--- src/rtl/p_mult_lanes.sv ---
// Multi-lane pipelined multiplier with one shared valid/ready handshake and a signed/unsigned mode per beat.
// Each lane also has a signed accumulator that lives in the output stage, so back-to-back MAC beats need no forwarding.
module p_mult_lanes #(
  parameter int WIDTH        = 8,
  parameter int LANES        = 4,
  parameter int MULT_LATENCY = 3,
  parameter int ACC_GUARD    = 8,
  localparam int ACC_W       = 2*WIDTH + ACC_GUARD
) (
  input  logic                     clk,
  input  logic                     reset,
  input  logic                     in_valid,
  output logic                     in_ready,
  input  logic [1:0]               mode,
  input  logic [LANES*WIDTH-1:0]   dataa,
  input  logic [LANES*WIDTH-1:0]   datab,
  output logic                     out_valid,
  input  logic                     out_ready,
  output logic [LANES*ACC_W-1:0]   res
);

  localparam int PW = 2*WIDTH;

  localparam logic [1:0] MODE_UMUL = 2'b00;
  localparam logic [1:0] MODE_MAC  = 2'b10;
  localparam logic [1:0] MODE_LOAD = 2'b11;

  logic                   adv;
  logic                   out_valid_reg;

  logic                   in_v_reg;
  logic [1:0]             in_mode_reg;
  logic [LANES*WIDTH-1:0] a_reg;
  logic [LANES*WIDTH-1:0] b_reg;

  logic [MULT_LATENCY-1:0] p_v_reg;
  logic [1:0]              p_mode_reg [MULT_LATENCY];

  logic       last_v;
  logic [1:0] last_mode;
  logic       op_signed;

  // The whole pipe moves as one; bubbles are kept rather than squeezed out.
  assign adv       = !out_valid_reg || out_ready;
  assign in_ready  = adv;
  assign out_valid = out_valid_reg;

  assign last_v    = p_v_reg[MULT_LATENCY-1];
  assign last_mode = p_mode_reg[MULT_LATENCY-1];
  assign op_signed = (in_mode_reg != MODE_UMUL);

  always_ff @(posedge clk or negedge reset) begin
    if (!reset) begin
      in_v_reg    <= 1'b0;
      in_mode_reg <= '0;
      a_reg       <= '0;
      b_reg       <= '0;
    end else if (adv) begin
      in_v_reg    <= in_valid;
      in_mode_reg <= mode;
      a_reg       <= dataa;
      b_reg       <= datab;
    end
  end

  always_ff @(posedge clk or negedge reset) begin
    if (!reset) begin
      p_v_reg <= '0;
      for (int s = 0; s < MULT_LATENCY; s++) begin
        p_mode_reg[s] <= '0;
      end
    end else if (adv) begin
      p_v_reg[0]    <= in_v_reg;
      p_mode_reg[0] <= in_mode_reg;
      for (int s = 1; s < MULT_LATENCY; s++) begin
        p_v_reg[s]    <= p_v_reg[s-1];
        p_mode_reg[s] <= p_mode_reg[s-1];
      end
    end
  end

  always_ff @(posedge clk or negedge reset) begin
    if (!reset) begin
      out_valid_reg <= 1'b0;
    end else if (adv) begin
      out_valid_reg <= last_v;
    end
  end

  genvar gi;
  generate
    for (gi = 0; gi < LANES; gi++) begin : g_lane
      logic [WIDTH-1:0]        a_op;
      logic [WIDTH-1:0]        b_op;
      logic [PW-1:0]           a_ext;
      logic [PW-1:0]           b_ext;
      logic [PW-1:0]           prod;
      logic [PW-1:0]           p_reg [MULT_LATENCY];
      logic [PW-1:0]           p_last;
      logic signed [PW-1:0]    p_last_s;
      logic signed [ACC_W-1:0] ext_s;
      logic [ACC_W-1:0]        ext_z;
      logic [ACC_W-1:0]        ext;
      logic [ACC_W-1:0]        acc_sum;
      logic [ACC_W-1:0]        acc_reg;
      logic [ACC_W-1:0]        res_reg;

      assign a_op = a_reg[gi*WIDTH +: WIDTH];
      assign b_op = b_reg[gi*WIDTH +: WIDTH];

      // Extending both operands to PW bits makes one PW-bit multiply correct for either signedness.
      assign a_ext = {{WIDTH{op_signed & a_op[WIDTH-1]}}, a_op};
      assign b_ext = {{WIDTH{op_signed & b_op[WIDTH-1]}}, b_op};
      assign prod  = a_ext * b_ext;

      always_ff @(posedge clk or negedge reset) begin
        if (!reset) begin
          for (int s = 0; s < MULT_LATENCY; s++) begin
            p_reg[s] <= '0;
          end
        end else if (adv) begin
          p_reg[0] <= prod;
          for (int s = 1; s < MULT_LATENCY; s++) begin
            p_reg[s] <= p_reg[s-1];
          end
        end
      end

      assign p_last   = p_reg[MULT_LATENCY-1];
      assign p_last_s = p_last;
      assign ext_s    = p_last_s;
      assign ext_z    = ACC_W'(p_last);
      assign ext      = (last_mode == MODE_UMUL) ? ext_z : ext_s;
      assign acc_sum  = acc_reg + ext;

      always_ff @(posedge clk or negedge reset) begin
        if (!reset) begin
          acc_reg <= '0;
          res_reg <= '0;
        end else if (adv && last_v) begin
          case (last_mode)
            MODE_MAC: begin
              acc_reg <= acc_sum;
              res_reg <= acc_sum;
            end
            MODE_LOAD: begin
              acc_reg <= ext;
              res_reg <= ext;
            end
            default: res_reg <= ext;
          endcase
        end
      end

      assign res[gi*ACC_W +: ACC_W] = res_reg;
    end
  endgenerate

endmodule

--- config.mk ---
export PLATFORM = sky130hd
export DESIGN_NAME = p_mult_lanes
export DESIGN_NICKNAME = d
export VERILOG_FILES = /design/src/rtl/p_mult_lanes.sv
export SDC_FILE = /design/constraint.sdc
export NUM_CORES = 2
export LEC_CHECK = 0
export CAP_MARGIN = 20
export CORE_MARGIN = 2
export CORE_UTILIZATION = 35
export DETAILED_ROUTE_END_ITERATION = 6
export SLEW_MARGIN = 10
export SYNTH_ARGS = -nofsm -noshare
export SYNTH_HDL_FRONTEND = slang
export SYNTH_SLANG_ARGS = --single-unit
export TNS_END_PERCENT = 20
--- constraint.sdc ---
create_clock -name clk -period 5.2 [get_ports clk]
set_input_delay 1.56 -clock clk [delete_from_list [all_inputs] [get_ports clk]]
set_output_delay 1.56 -clock clk [all_outputs]
set_load 0.03 [all_outputs]
# After elaboration in Yosys (flattened, before gate mapping)

Cells that the tools add are included.

Register bits: 461
Output and inout bits: 98

Add/subtract/negate cells: 4
Multiply operators: 4
Equal/unequal tests: 2
Multiplexer cells: 12
Bitwise logic cells: 8
Reduce and logical (&&, ||, !) cells: 7

Operator list:

| kind                 | number |
|---|---|
| $mux W24             | 8 |
| $pmux W24 S2         | 4 |
| $add A24 B24 Y24     | 4 |
| $mul A9 B9 Y16       | 4 |
| $and A1 B1 Y1        | 8 |
| $eq A2 B2 Y1 const B | 2 |
| $reduce_bool A2 Y1   | 2 |
| $logic_not A2 Y1     | 1 |
| $reduce_and A2 Y1    | 1 |
| $logic_and A1 B1 Y1  | 1 |
| $logic_not A1 Y1     | 1 |
| $logic_or A1 B1 Y1   | 1 |

# Longest topological paths before layout

Depth after elaboration: 4
Gate-level depth with buffers: 22

# Least setup slack after synthesis

Ideal clock, no wire load.

Kind: register to register
From: reg in_mode_reg[1]
To: reg g_lane[1].p_reg[46] (netlist name)
Data arrival time: 5.227 ns
Setup slack: -0.096 ns
Stages on the path, launching flop included: 22
Path buffers: 1
Clock period less this slack: 5.296 ns
Path through: dfrtp_1 > or2_2 > clkbuf_1 > and2_1 > nand2_1 > fa_1 > inv_1 > fa_1 > fa_1 > fa_1 > inv_1 > fa_1 > inv_1 > ha_1 > inv_1 > o21bai_1 > a21oi_1 > o21bai_1 > a21o_1 > a21oi_1 > or4b_2 > nand3_1

Word-level cells in the longest chain between the ends: 3
Elaborated cells on any way between the ends: 4
Classes of those cells: mul: 1; bitwise: 2; reduce/logical: 1

Ends and longest elaborated chain:

| element                          | line     | source |
|---|---|---|
| start: declaration               | 32       | `logic [1:0] in_mode_reg;` |
| start signal: assignment         | 60       | `in_mode_reg <= mode;` |
| $reduce_bool A2 Y1 (*)           | 50       | `assign op_signed = (in_mode_reg != MODE_UMUL);` |
| $and A1 B1 Y1 (on tied branches) | 112, 113 |  |
| $mul A9 B9 Y16 (*)               | 114      | `assign prod = a_ext * b_ext;` |
| end signal: indexed assignment   | 124      | `p_reg[s] <= p_reg[s-1];` |
| end: declaration                 | 98       | `logic [PW-1:0] p_reg [MULT_LATENCY];` |

Mark *: on every way between the ends. The rest lies on a longest branch, timed or not.
A chain may end at the register's enable or synchronous reset.

# Final worst setup path

From: reg in_mode_reg[0]
To: reg g_lane[3].p_reg[46] (netlist name)

Word-level cells in the longest chain between the ends: 3
Elaborated cells on any way between the ends: 4
Classes of those cells: mul: 1; bitwise: 2; reduce/logical: 1

Ends and longest elaborated chain:

| element                          | line |
|---|---|
| $reduce_bool A2 Y1 (*)           | 50 |
| $and A1 B1 Y1 (on tied branches) | 112, 113 |
| $mul A9 B9 Y16 (*)               | 114 |
| end signal: indexed assignment   | 124 |
| end: declaration                 | 98 |

Marks and branches as above.

==> metrics.log <==
[metrics] outcome: complete, no violations
[metrics] area fraction of the dominant cell type after synthesis: roughly 34%
[metrics] post-synthesis net count: 4380
[metrics] sequential-to-total area share from yosys stat: 34.3%
[metrics] placed cell count: 5200
[metrics] Max Buffers Root-to-Sink: 3
[metrics] ratio of final minimum period to clock period: 99.6%
[metrics] Max Cap Viol: 0
[metrics] commonest cells after routing, fill and taps aside: sky130_fd_sc_hd__nand2_1, sky130_fd_sc_hd__dfrtp_1, sky130_fd_sc_hd__inv_1, sky130_fd_sc_hd__fa_1, sky130_fd_sc_hd__ha_1
[metrics] clock latency reported for the late side of the worst-skew pair: 0.62 ns
[metrics] post-cts hold buffer count: 0
[metrics] CP arrival: 5.73 ns
[metrics] final-report max-slew violation count: 0
[metrics] Max Clock Skew: 0.0111 ns
[metrics] io pins: 168
[metrics] clock-pin slew on the worst setup and hold paths: approximately 0.060 ns
[metrics] Die Ht: 314 um
[metrics] global-route wire length before repair: 138000 um
[metrics] most common cell after layout, fill and taps aside: sky130_fd_sc_hd__nand2_1
[metrics] total inserted antenna cells: 0
[metrics] Seq cells post-synth: 461
[metrics] normalized max-slew margin: about a third
[metrics] detailed-route wire length per cell: ~16 um
[metrics] largest fanout on the critical path: 6
[metrics] number of sinks driven by the clock tree: 461
[metrics] unrepaired setup endpoints after global routing: yes
[metrics] mean instance size in the synthesized netlist: 8.77 um^2
[metrics] cell at the root of the clock tree: sky130_fd_sc_hd__clkbuf_16
[metrics] Synth-to-Final Area Change: 17.4%
[metrics] maximum number of pins on one net before global-route repair: ~180
[metrics] number of enable-type register cells in the synthesized netlist: 0
[metrics] detailed placement HPWL: 61500 um
[metrics] global-route usage over all layers: between 10% and 20%
[metrics] dominant synthesized flop cell: sky130_fd_sc_hd__dfrtp_1
[metrics] TritonCTS clock tree: yes
[metrics] maximum level of the CTS H-tree: 2
[metrics] total die area: approximately 99000 um^2
[metrics] library cell with the largest summed area after synthesis: sky130_fd_sc_hd__dfrtp_1
[metrics] share of synthesized registers carrying an async set or reset: 100%
[metrics] number of warning messages in the yosys log: 0
[metrics] share of post-route cells with drive strength above 1: under 10%
[metrics] final-report setup violation count: 0
[metrics] Cell variety after synth: 71
[metrics] Min Clock Period, post-route: between 5 and 6 ns
[metrics] type of the worst setup path: flip-flop to flip-flop
[metrics] worst stage delay on the critical path: 0.54 ns
[metrics] total count of hold-check failures in the final report: 0
[metrics] sum of negative setup slack: 0 ns
[metrics] initial antenna violation count: 2
[metrics] max FFs per register: 128
[metrics] Hold Path Depth: 2
[metrics] GRT Residual Overflow: 0
[metrics] Worst Reg-to-Reg Cells: 20
[metrics] cell repeated most along the worst path: sky130_fd_sc_hd__fa_1
[metrics] final net count: 4546
[metrics] initial standard-cell utilization of the core: ~35%
[metrics] number of rows in the core area: approximately 110
[metrics] core footprint: approximately 95000 um^2
[metrics] critical path required time: 5.75 ns
[metrics] critical path cell sequence: or2_4 -> nand2_2 -> or2_4 -> fa_1 -> fa_1 -> inv_2 -> fa_1 -> fa_1 -> inv_2 -> fa_1 -> inv_2 -> ha_4 -> inv_2 -> o21bai_4 -> a21oi_2 -> o21bai_1 -> a21o_1 -> a21oi_2 -> or4b_4 -> nand3_2
[metrics] length of the first detailed-routing pass in iterations: 5
[metrics] cell area after technology mapping: 33600 um^2
[metrics] Via density: 4.80
[metrics] kind of end point of the critical path: flip-flop
[metrics] Detail Route Antenna Nets: 0
[metrics] via count: 25449
[metrics] filler-free cell count of the finished design: 5306
[metrics] core utilization of the finished layout: 41.5%
[metrics] Die Span X: 314 um
[metrics] First DRT Iteration DRCs: roughly 1400
[metrics] number of global-route vias before repair: ~26000
[metrics] number of remaining DRC errors: 0
[metrics] startpoint types: flip-flop
[metrics] number of buffers added by the clock tree synthesis step: between 50 and 60
[metrics] weighted congestion at the end of routability-driven global placement: 0.863
[metrics] Hold Crit Class: flip-flop to flip-flop
[metrics] quantity of I/O buffers inserted on ports: 167
[metrics] FMAX: 193 MHz
[metrics] actual slew at the worst max-slew pin: 0.972 ns
[metrics] cells after synthesis: 3830
[metrics] ranking of synthesized cells by area: sky130_fd_sc_hd__dfrtp_1, sky130_fd_sc_hd__fa_1, sky130_fd_sc_hd__nand2_1, sky130_fd_sc_hd__ha_1, sky130_fd_sc_hd__inv_1
[metrics] WL final: 84000 um
[metrics] cell with the biggest individual delay on the critical path: sky130_fd_sc_hd__fa_1
path summary, 6_finish.rpt:
| kind | start | end | slack [ns] |
|---|---|---|---|
| max in group asynchronous | reset | g_lane[2].p_reg[30] | 3.17 |
| worst min register to register | g_lane[3].p_reg[37] | g_lane[3].p_reg[37] | 0.46 |
| worst max-delay path | in_mode_reg[0] | g_lane[3].p_reg[46] | 0.02 |
| min in group asynchronous | reset | g_lane[2].acc_reg[16] | 0.98 |
| worst max register to register | in_mode_reg[0] | g_lane[3].p_reg[46] | 0.02 |
| worst min-delay path | g_lane[3].p_reg[37] | g_lane[3].p_reg[37] | 0.46 |
worst max-delay path, delay by kind of cell (launching register included):
kind,cells,cell delay [ns]
AO/OA/AOI/OAI,5,0.55
flip-flops,1,0.43
AND/OR/NAND/NOR,5,1.11
buffers and inverters,4,0.17
adder cells (fa/ha/maj),6,2.84
kinds of logic after synthesis:
logic type                 synth area share (%)
and+or+nand+nor                            19.7
AOI/OAI and AO/OA                          11.5
buffers and inverters                      6.04
adders and majority gates                  23.6
DFF                                        34.3
xor gates and xnor gates                   3.88
muxes                                     0.961
timing repair:
action                     4_1_cts  5_1_grt
buffers inserted                 1        3
pin swaps                        1       51
gates resized for setup          1       52
setup endpoints to repair       11       15
gates cloned                     0        1
metrics by stage:
step | hold slack (ns) | worst slack (ns) | area [um^2]
final | 0.463 | 0.0183 | 39400
after global routing | 0.488 | -0.162 | 39400
after CTS | 0.469 | -0.0185 | 39200
after detailed placement | 0.454 | -0.182 | 37300
after global placement | 0.449 | -0.125 | 37300
after floorplan | 0.439 | -0.0158 | 33600
metal layers:
| metal | GRT usage (%) | vias up | share of wire [%] |
|---|---|---|---|
| li1 | - | 12657 | - |
| met1 | 25.4 | 12261 | 50 |
| met2 | 26.5 | 423 | 44 |
| met3 | 2.83 | 108 | 4.4 |
| met4 | 4.21 | 0 | 2.2 |
| met5 | 0 | - | 0 |
cell usage after synthesis, drive strengths merged, types with 3 or more instances:
| master | count |
|---|---|
| xnor2 | 99 |
| nor3 | 32 |
| o21ai | 170 |
| nor3b | 11 |
| nand4 | 3 |
| or4 | 3 |
| or2 | 14 |
| mux2i | 30 |
| inv | 350 |
| clkbuf | 178 |
| o21bai | 26 |
| xor2 | 50 |
| fa | 256 |
| a211oi | 13 |
| o211ai | 16 |
| and4 | 6 |
| o22a | 14 |
| o221a | 5 |
| a21oi | 200 |
| o22ai | 8 |
| a311oi | 3 |
| a31oi | 33 |
| nand4b | 4 |
| nand3 | 28 |
| a211o | 5 |
| o31a | 5 |
| a2111o | 3 |
| a2111oi | 3 |
| nand2 | 1009 |
| dfrtp | 461 |
| or3 | 6 |
| ha | 224 |
| o21a | 36 |
| nand2b | 13 |
| buf | 12 |
| and2 | 155 |
| nor2b | 19 |
| nor2 | 205 |
| a21boi | 6 |
| a21o | 52 |
| and3 | 26 |
| o31ai | 4 |
| a221oi | 7 |
| or4b | 3 |
area by class of cell:
cell class                      count  area [um^2]
Clock buffer                       73         1590
Clock inverter                     28          364
Inverter                          351         1330
Multi-Input combinational cell   2829        20300
Fill cell                        9525        55600
Tap cell                         1265         1580
Timing Repair Buffer              299         2770
Sequential cell                   461        11500
Power is left out: the tool's default activity adds up to more than one toggle a clock period on the data nets, which glitch-free logic cannot reach.
